## config.mk

```make
export PLATFORM = sky130hd
export DESIGN_NAME = instr_fetch_unit
export DESIGN_NICKNAME = d
export VERILOG_FILES = /design/src/rtl/riscv_pkg.sv /design/src/rtl/fetch_fifo.sv /design/src/rtl/instr_fetch_unit.sv
export SDC_FILE = /design/constraint.sdc
export NUM_CORES = 1
export LEC_CHECK = 0
export ABC_AREA = 1
export CAP_MARGIN = 20
export CELL_PAD_IN_SITES_DETAIL_PLACEMENT = 0
export CELL_PAD_IN_SITES_GLOBAL_PLACEMENT = 2
export CORE_UTILIZATION = 33
export CTS_CLUSTER_SIZE = 20
export DETAILED_ROUTE_END_ITERATION = 7
export GPL_ROUTABILITY_DRIVEN = 1
export PLACE_DENSITY = 0.89
export SYNTH_ARGS = -nofsm -noshare
export SYNTH_HDL_FRONTEND = slang
export SYNTH_HIERARCHICAL = 1
export SYNTH_SLANG_ARGS = --single-unit
```

## constraint.sdc

```tcl
create_clock -name clk_i -period 3.1 [get_ports clk_i]
set_clock_uncertainty 0.2 [all_clocks]
set_input_delay 0.62 -clock clk_i [delete_from_list [all_inputs] [get_ports clk_i]]
set_output_delay 0.62 -clock clk_i [all_outputs]
set_load 0.02 [all_outputs]
```

## src/rtl/riscv_pkg.sv

```systemverilog
// Shared RV32I core definitions used by the fetch stage and the core behind it.
package riscv_pkg;

    localparam int XLEN = 32;

    // Address of the first instruction fetched after reset.
    localparam logic [XLEN-1:0] ResetPc = 32'h8000_0000;

    // One fetched instruction together with the address it came from.
    typedef struct packed {
        logic [XLEN-1:0] pc;
        logic [31:0]     instr;
    } fetch_entry_t;

endpackage

```

## src/rtl/fetch_fifo.sv

```systemverilog
// Small synchronous FIFO of fetch entries with push, pop, flush and occupancy.
// The head entry is read straight from its register, so a pushed entry becomes
// visible one cycle after the push (no fall-through).
module fetch_fifo
    import riscv_pkg::*;
#(
    parameter int DEPTH = 4,
    localparam int CW = $clog2(DEPTH + 1),
    localparam int AW = $clog2(DEPTH)
) (
    input  logic          clk_i,
    input  logic          rstn_i,
    input  logic          push_i,
    input  fetch_entry_t  data_i,
    input  logic          pop_i,
    input  logic          flush_i,
    output fetch_entry_t  data_o,
    output logic [CW-1:0] count_o,
    output logic          full_o,
    output logic          empty_o
);

    logic [AW-1:0] wr_ptr_q, wr_ptr_d;
    logic [AW-1:0] rd_ptr_q, rd_ptr_d;
    logic [CW-1:0] count_q, count_d;
    fetch_entry_t  mem_q [DEPTH];
    logic          do_push, do_pop;

    assign full_o  = (count_q == CW'(DEPTH));
    assign empty_o = (count_q == '0);
    assign count_o = count_q;
    assign data_o  = mem_q[rd_ptr_q];

    // A full FIFO still accepts a push when the head leaves in the same cycle.
    assign do_pop  = pop_i && !empty_o;
    assign do_push = push_i && (!full_o || do_pop);

    // Pointer and occupancy bookkeeping; flush wins over everything else.
    always_comb begin
        wr_ptr_d = wr_ptr_q;
        rd_ptr_d = rd_ptr_q;
        count_d  = count_q;
        if (flush_i) begin
            wr_ptr_d = '0;
            rd_ptr_d = '0;
            count_d  = '0;
        end else begin
            if (do_push) wr_ptr_d = wr_ptr_q + AW'(1);
            if (do_pop)  rd_ptr_d = rd_ptr_q + AW'(1);
            count_d = count_q + CW'(do_push) - CW'(do_pop);
        end
    end

    // Pointer and occupancy registers.
    always_ff @(posedge clk_i or negedge rstn_i) begin
        if (!rstn_i) begin
            wr_ptr_q <= '0;
            rd_ptr_q <= '0;
            count_q  <= '0;
        end else begin
            wr_ptr_q <= wr_ptr_d;
            rd_ptr_q <= rd_ptr_d;
            count_q  <= count_d;
        end
    end

    // Storage: one register per slot, cleared on reset so the head reads zero.
    for (genvar gi = 0; gi < DEPTH; gi++) begin : g_slot
        always_ff @(posedge clk_i or negedge rstn_i) begin
            if (!rstn_i) begin
                mem_q[gi] <= '0;
            end else if (do_push && !flush_i && (wr_ptr_q == AW'(gi))) begin
                mem_q[gi] <= data_i;
            end
        end
    end

endmodule

```

## src/rtl/instr_fetch_unit.sv

```systemverilog
// Instruction fetch stage: owns the fetch PC, issues word requests under a
// credit limit, tags responses with their PC, buffers them in a prefetch FIFO
// and drops responses that were in flight when a redirect arrived.
module instr_fetch_unit
    import riscv_pkg::*;
#(
    parameter int              FIFO_DEPTH = 4,
    parameter logic [XLEN-1:0] RESET_PC   = ResetPc
) (
    input  logic            clk_i,
    input  logic            rstn_i,
    output logic            imem_req_o,
    output logic [XLEN-1:0] imem_addr_o,
    input  logic            imem_gnt_i,
    input  logic            imem_rvalid_i,
    input  logic [31:0]     imem_rdata_i,
    input  logic            redirect_i,
    input  logic [XLEN-1:0] redirect_pc_i,
    output logic            valid_o,
    input  logic            ready_i,
    output logic [XLEN-1:0] pc_o,
    output logic [31:0]     instr_o
);

    localparam int CW = $clog2(FIFO_DEPTH + 1);

    logic [XLEN-1:0] fetch_pc_q, fetch_pc_d;
    logic [CW-1:0]   outstanding_q, outstanding_d;
    logic [CW-1:0]   discard_q, discard_d;
    logic [CW-1:0]   fifo_count_q;
    logic [CW-1:0]   tag_count;
    logic [CW:0]     credit_used;
    logic            grant, resp_keep, fifo_pop;
    logic            fifo_full, fifo_empty, tag_full, tag_empty;
    fetch_entry_t    tag_in, tag_head, fifo_in, fifo_head;
    logic            unused_sink;

    // Every buffered word and every word in flight holds a FIFO slot; a pop in
    // the current cycle does not free a slot until the next one.
    assign credit_used = {1'b0, fifo_count_q} + {1'b0, outstanding_q};
    assign imem_req_o  = rstn_i && !redirect_i && (credit_used < (CW+1)'(FIFO_DEPTH));
    assign imem_addr_o = fetch_pc_q;
    assign grant       = imem_req_o && imem_gnt_i;

    // Only responses issued after the last redirect reach the FIFO.
    assign resp_keep = imem_rvalid_i && (discard_q == '0) && !redirect_i;
    assign fifo_pop  = valid_o && ready_i && !redirect_i;

    assign tag_in  = '{pc: fetch_pc_q, instr: '0};
    assign fifo_in = '{pc: tag_head.pc, instr: imem_rdata_i};

    // PC tags of granted requests, consumed in grant order by responses.
    fetch_fifo #(.DEPTH(FIFO_DEPTH)) u_tag_queue (
        .clk_i   (clk_i),
        .rstn_i  (rstn_i),
        .push_i  (grant),
        .data_i  (tag_in),
        .pop_i   (imem_rvalid_i),
        .flush_i (1'b0),
        .data_o  (tag_head),
        .count_o (tag_count),
        .full_o  (tag_full),
        .empty_o (tag_empty)
    );

    // Prefetch buffer feeding decode.
    fetch_fifo #(.DEPTH(FIFO_DEPTH)) u_prefetch (
        .clk_i   (clk_i),
        .rstn_i  (rstn_i),
        .push_i  (resp_keep),
        .data_i  (fifo_in),
        .pop_i   (fifo_pop),
        .flush_i (redirect_i),
        .data_o  (fifo_head),
        .count_o (fifo_count_q),
        .full_o  (fifo_full),
        .empty_o (fifo_empty)
    );

    assign valid_o = (fifo_count_q != '0);
    assign pc_o    = fifo_head.pc;
    assign instr_o = fifo_head.instr;

    // Next fetch PC, in-flight count and pending discard count.
    always_comb begin
        fetch_pc_d    = fetch_pc_q;
        outstanding_d = outstanding_q + CW'(grant) - CW'(imem_rvalid_i);
        discard_d     = discard_q;
        if (redirect_i) begin
            fetch_pc_d = {redirect_pc_i[XLEN-1:2], 2'b00};
            discard_d  = outstanding_q - CW'(imem_rvalid_i);
        end else begin
            if (grant) fetch_pc_d = fetch_pc_q + XLEN'(4);
            if (imem_rvalid_i && (discard_q != '0)) discard_d = discard_q - CW'(1);
        end
    end

    // Fetch PC and counter registers.
    always_ff @(posedge clk_i or negedge rstn_i) begin
        if (!rstn_i) begin
            fetch_pc_q    <= RESET_PC;
            outstanding_q <= '0;
            discard_q     <= '0;
        end else begin
            fetch_pc_q    <= fetch_pc_d;
            outstanding_q <= outstanding_d;
            discard_q     <= discard_d;
        end
    end

    // Tag-queue status and unused payload bits only feed the checks below.
    assign unused_sink = &{1'b0, tag_head.instr, fifo_full, fifo_empty,
                           tag_full, tag_empty, tag_count};

`ifndef SYNTHESIS
    a_rvalid_needs_request: assert property (@(posedge clk_i) disable iff (!rstn_i)
        imem_rvalid_i |-> (outstanding_q != '0) && !tag_empty);
    a_tag_no_overflow: assert property (@(posedge clk_i) disable iff (!rstn_i)
        grant |-> !tag_full);
    a_tag_tracks_outstanding: assert property (@(posedge clk_i) disable iff (!rstn_i)
        tag_count == outstanding_q);
    a_discard_bounded: assert property (@(posedge clk_i) disable iff (!rstn_i)
        discard_q <= outstanding_q);
`endif

endmodule
```

==> out/summary.txt <==
Placed Area - 23700 um2
layout cells sized above 1 - 0.0795
DR iter-0 viols - 1330
largest net degree at the start of global routing - 111
FMAX - 0.328 GHz
Die W - 254 um
gr ovfl total - 0
Area Overhead vs Synth - 21.5%
Mapped Area - 21000 um2
Tmin final - 3050 ps
number of fillers in the final layout - 6381
FP Rows - 92
design area - 25500 um2
vias in the first global route - 18.0k
Total GRT Usage - 0.203
period utilization - 0.983
WP data arrival - 2230 ps
DP Wirelength - 37900 um
io pins - 168
required time of the critical path - 2280 ps
Ys Warns - 6
RePlAce Congestion - 0.798
hold crit path type - reg2reg
Max Cap Viol - 0
Routed Wire Length - 65000 um
CP Launch Point - u_prefetch/rd_ptr_q[0]
syn avg cell area - 7.74 um2
most frequent cells in the layout - 1338 x nand2_1, 431 x dfrtp_1, 237 x nor2_1
Pleak - 0.0137 uW
Initial Utilization - 0.334
maximum root-to-sink buffer count - 3
Clock Latency Late Sink - 580 ps
dpl ws - 31.5 ps
Worst R2R Path Depth - 12
Setup WS post-layout - 53.8 ps
vias - 18.2k
critical path class - reg2out
Hold Slack - 273 ps
# DRC - 0
clk root buf - clkbuf_16
First-pass DRT Iterations - 7
commonest non-fill, non-tap cell in the layout - nand2_1
drt via density - 4.88
WL per Instance - 17.4 um
htree depth - 2
Syn Inst Count - 2716
critical-path maximum fanout - 29
crit path launch type - flip-flop
core area - 63000 um2
global-route wire length before repair - 102000 um
RR Startpoint - u_prefetch/count_o[2]
Worst setup EP type - output pin
final hold viol count - 0
n_diodes - 0
Max Slew Vio Count - 0
post-route ant nets - 0
CTS tree - done
capturing point of the worst reg2reg path - outstanding_q[2]
final setup violation count - 0
fin nets - 2948
CP Capture Point - pc_o[17]
PD cells - 709 nW/um2
DIE AREA - 64700 um2
Least-Margin Pin Slew - 984 ps
Rel. slew slack - 0.344
Tot Pwr - 18100 uW
IO Port Bufs - 163
clock sink count - 434
R2R setup slack - 350 ps
die height - 254 um
peak supply drop - 0.401 mV
outcome - completed
initial antenna violation count - 0
clk slew on worst S/H paths - 60 ps
hold path startpoint - u_prefetch/mem_q[80]
number of CTS-inserted buffers - 51
## flip-flops by register name (all words and copies together), names as in the netlist
signal	count
u_prefetch/mem_q	256
u_tag_queue/mem_q	128
imem_addr_o	30
discard_q	3
outstanding_q	3
u_prefetch/count_o	3
u_tag_queue/count_o	3
u_prefetch/rd_ptr_q	2
u_prefetch/wr_ptr_q	2
u_tag_queue/rd_ptr_q	2
u_tag_queue/wr_ptr_q	2
## metal layers
metal  global-route usage  routed length, um
met3               0.0265               3700
met4               0.0535               1090
met2                0.336              30600
met5                    0                  0
met1                0.279              29600
## through the flow
stage,utilization,instances,TNS [ps]
finish,0.406,3738,0
global route,0.406,3738,-7.62
CTS,0.406,3735,-0.696
detailed placement,0.376,3639,0
global placement,0.376,3639,0
floorplan,-,2729,0
## area by class of cell
class | count | area, um2 | area share
Clock buffer | 72 | 1480 | 0.0577
Inverter | 81 | 314 | 0.0123
Timing Repair Buffer | 237 | 2620 | 0.102
Clock inverter | 18 | 226 | 0.00886
Multi-Input combinational cell | 2050 | 8990 | 0.352
Tap cell | 846 | 1060 | 0.0414
Sequential cell | 434 | 10900 | 0.425
## power breakdown
| group | leakage, uW | internal [uW] | total [uW] | switching (uW) |
|---|---|---|---|---|
| clock | 0.000848 | 3710 | 6120 | 2410 |
| sequential | 0.00586 | 6560 | 7230 | 663 |
| combinational | 0.00696 | 1690 | 4770 | 3090 |
## critical path, cell delays in order (launching register included)
cell,delay (ps)
dfrtp_4,490
buf_4,150
bufbuf_16,330
o21ai_0,110
o22ai_1,150
dlygate4sd2_1,410
## worst min path at each step
stage,to,slack [ps],cells past startpoint
after global routing,u_tag_queue/mem_q[100],290,2
after global placement,u_prefetch/mem_q[116],260,2
after floorplan,discard_q[0],120,0
after detailed placement,u_prefetch/mem_q[129],260,2
final,u_prefetch/mem_q[80],270,2
after CTS,u_tag_queue/mem_q[99],280,2
## repair_timing
| item | 4_1_cts | 5_1_grt |
|---|---|---|
| hold buffers | 1 | 0 |
| cloned | 4 | 1 |
| endpoints found under the hold margin | 54 | 0 |
| setup endpoints to repair | 65 | 38 |
| pin swaps | 1 | 1 |
| setup buffers | 1 | 2 |
| resized for setup | 116 | 31 |
(Power assumes the default switching activity.)
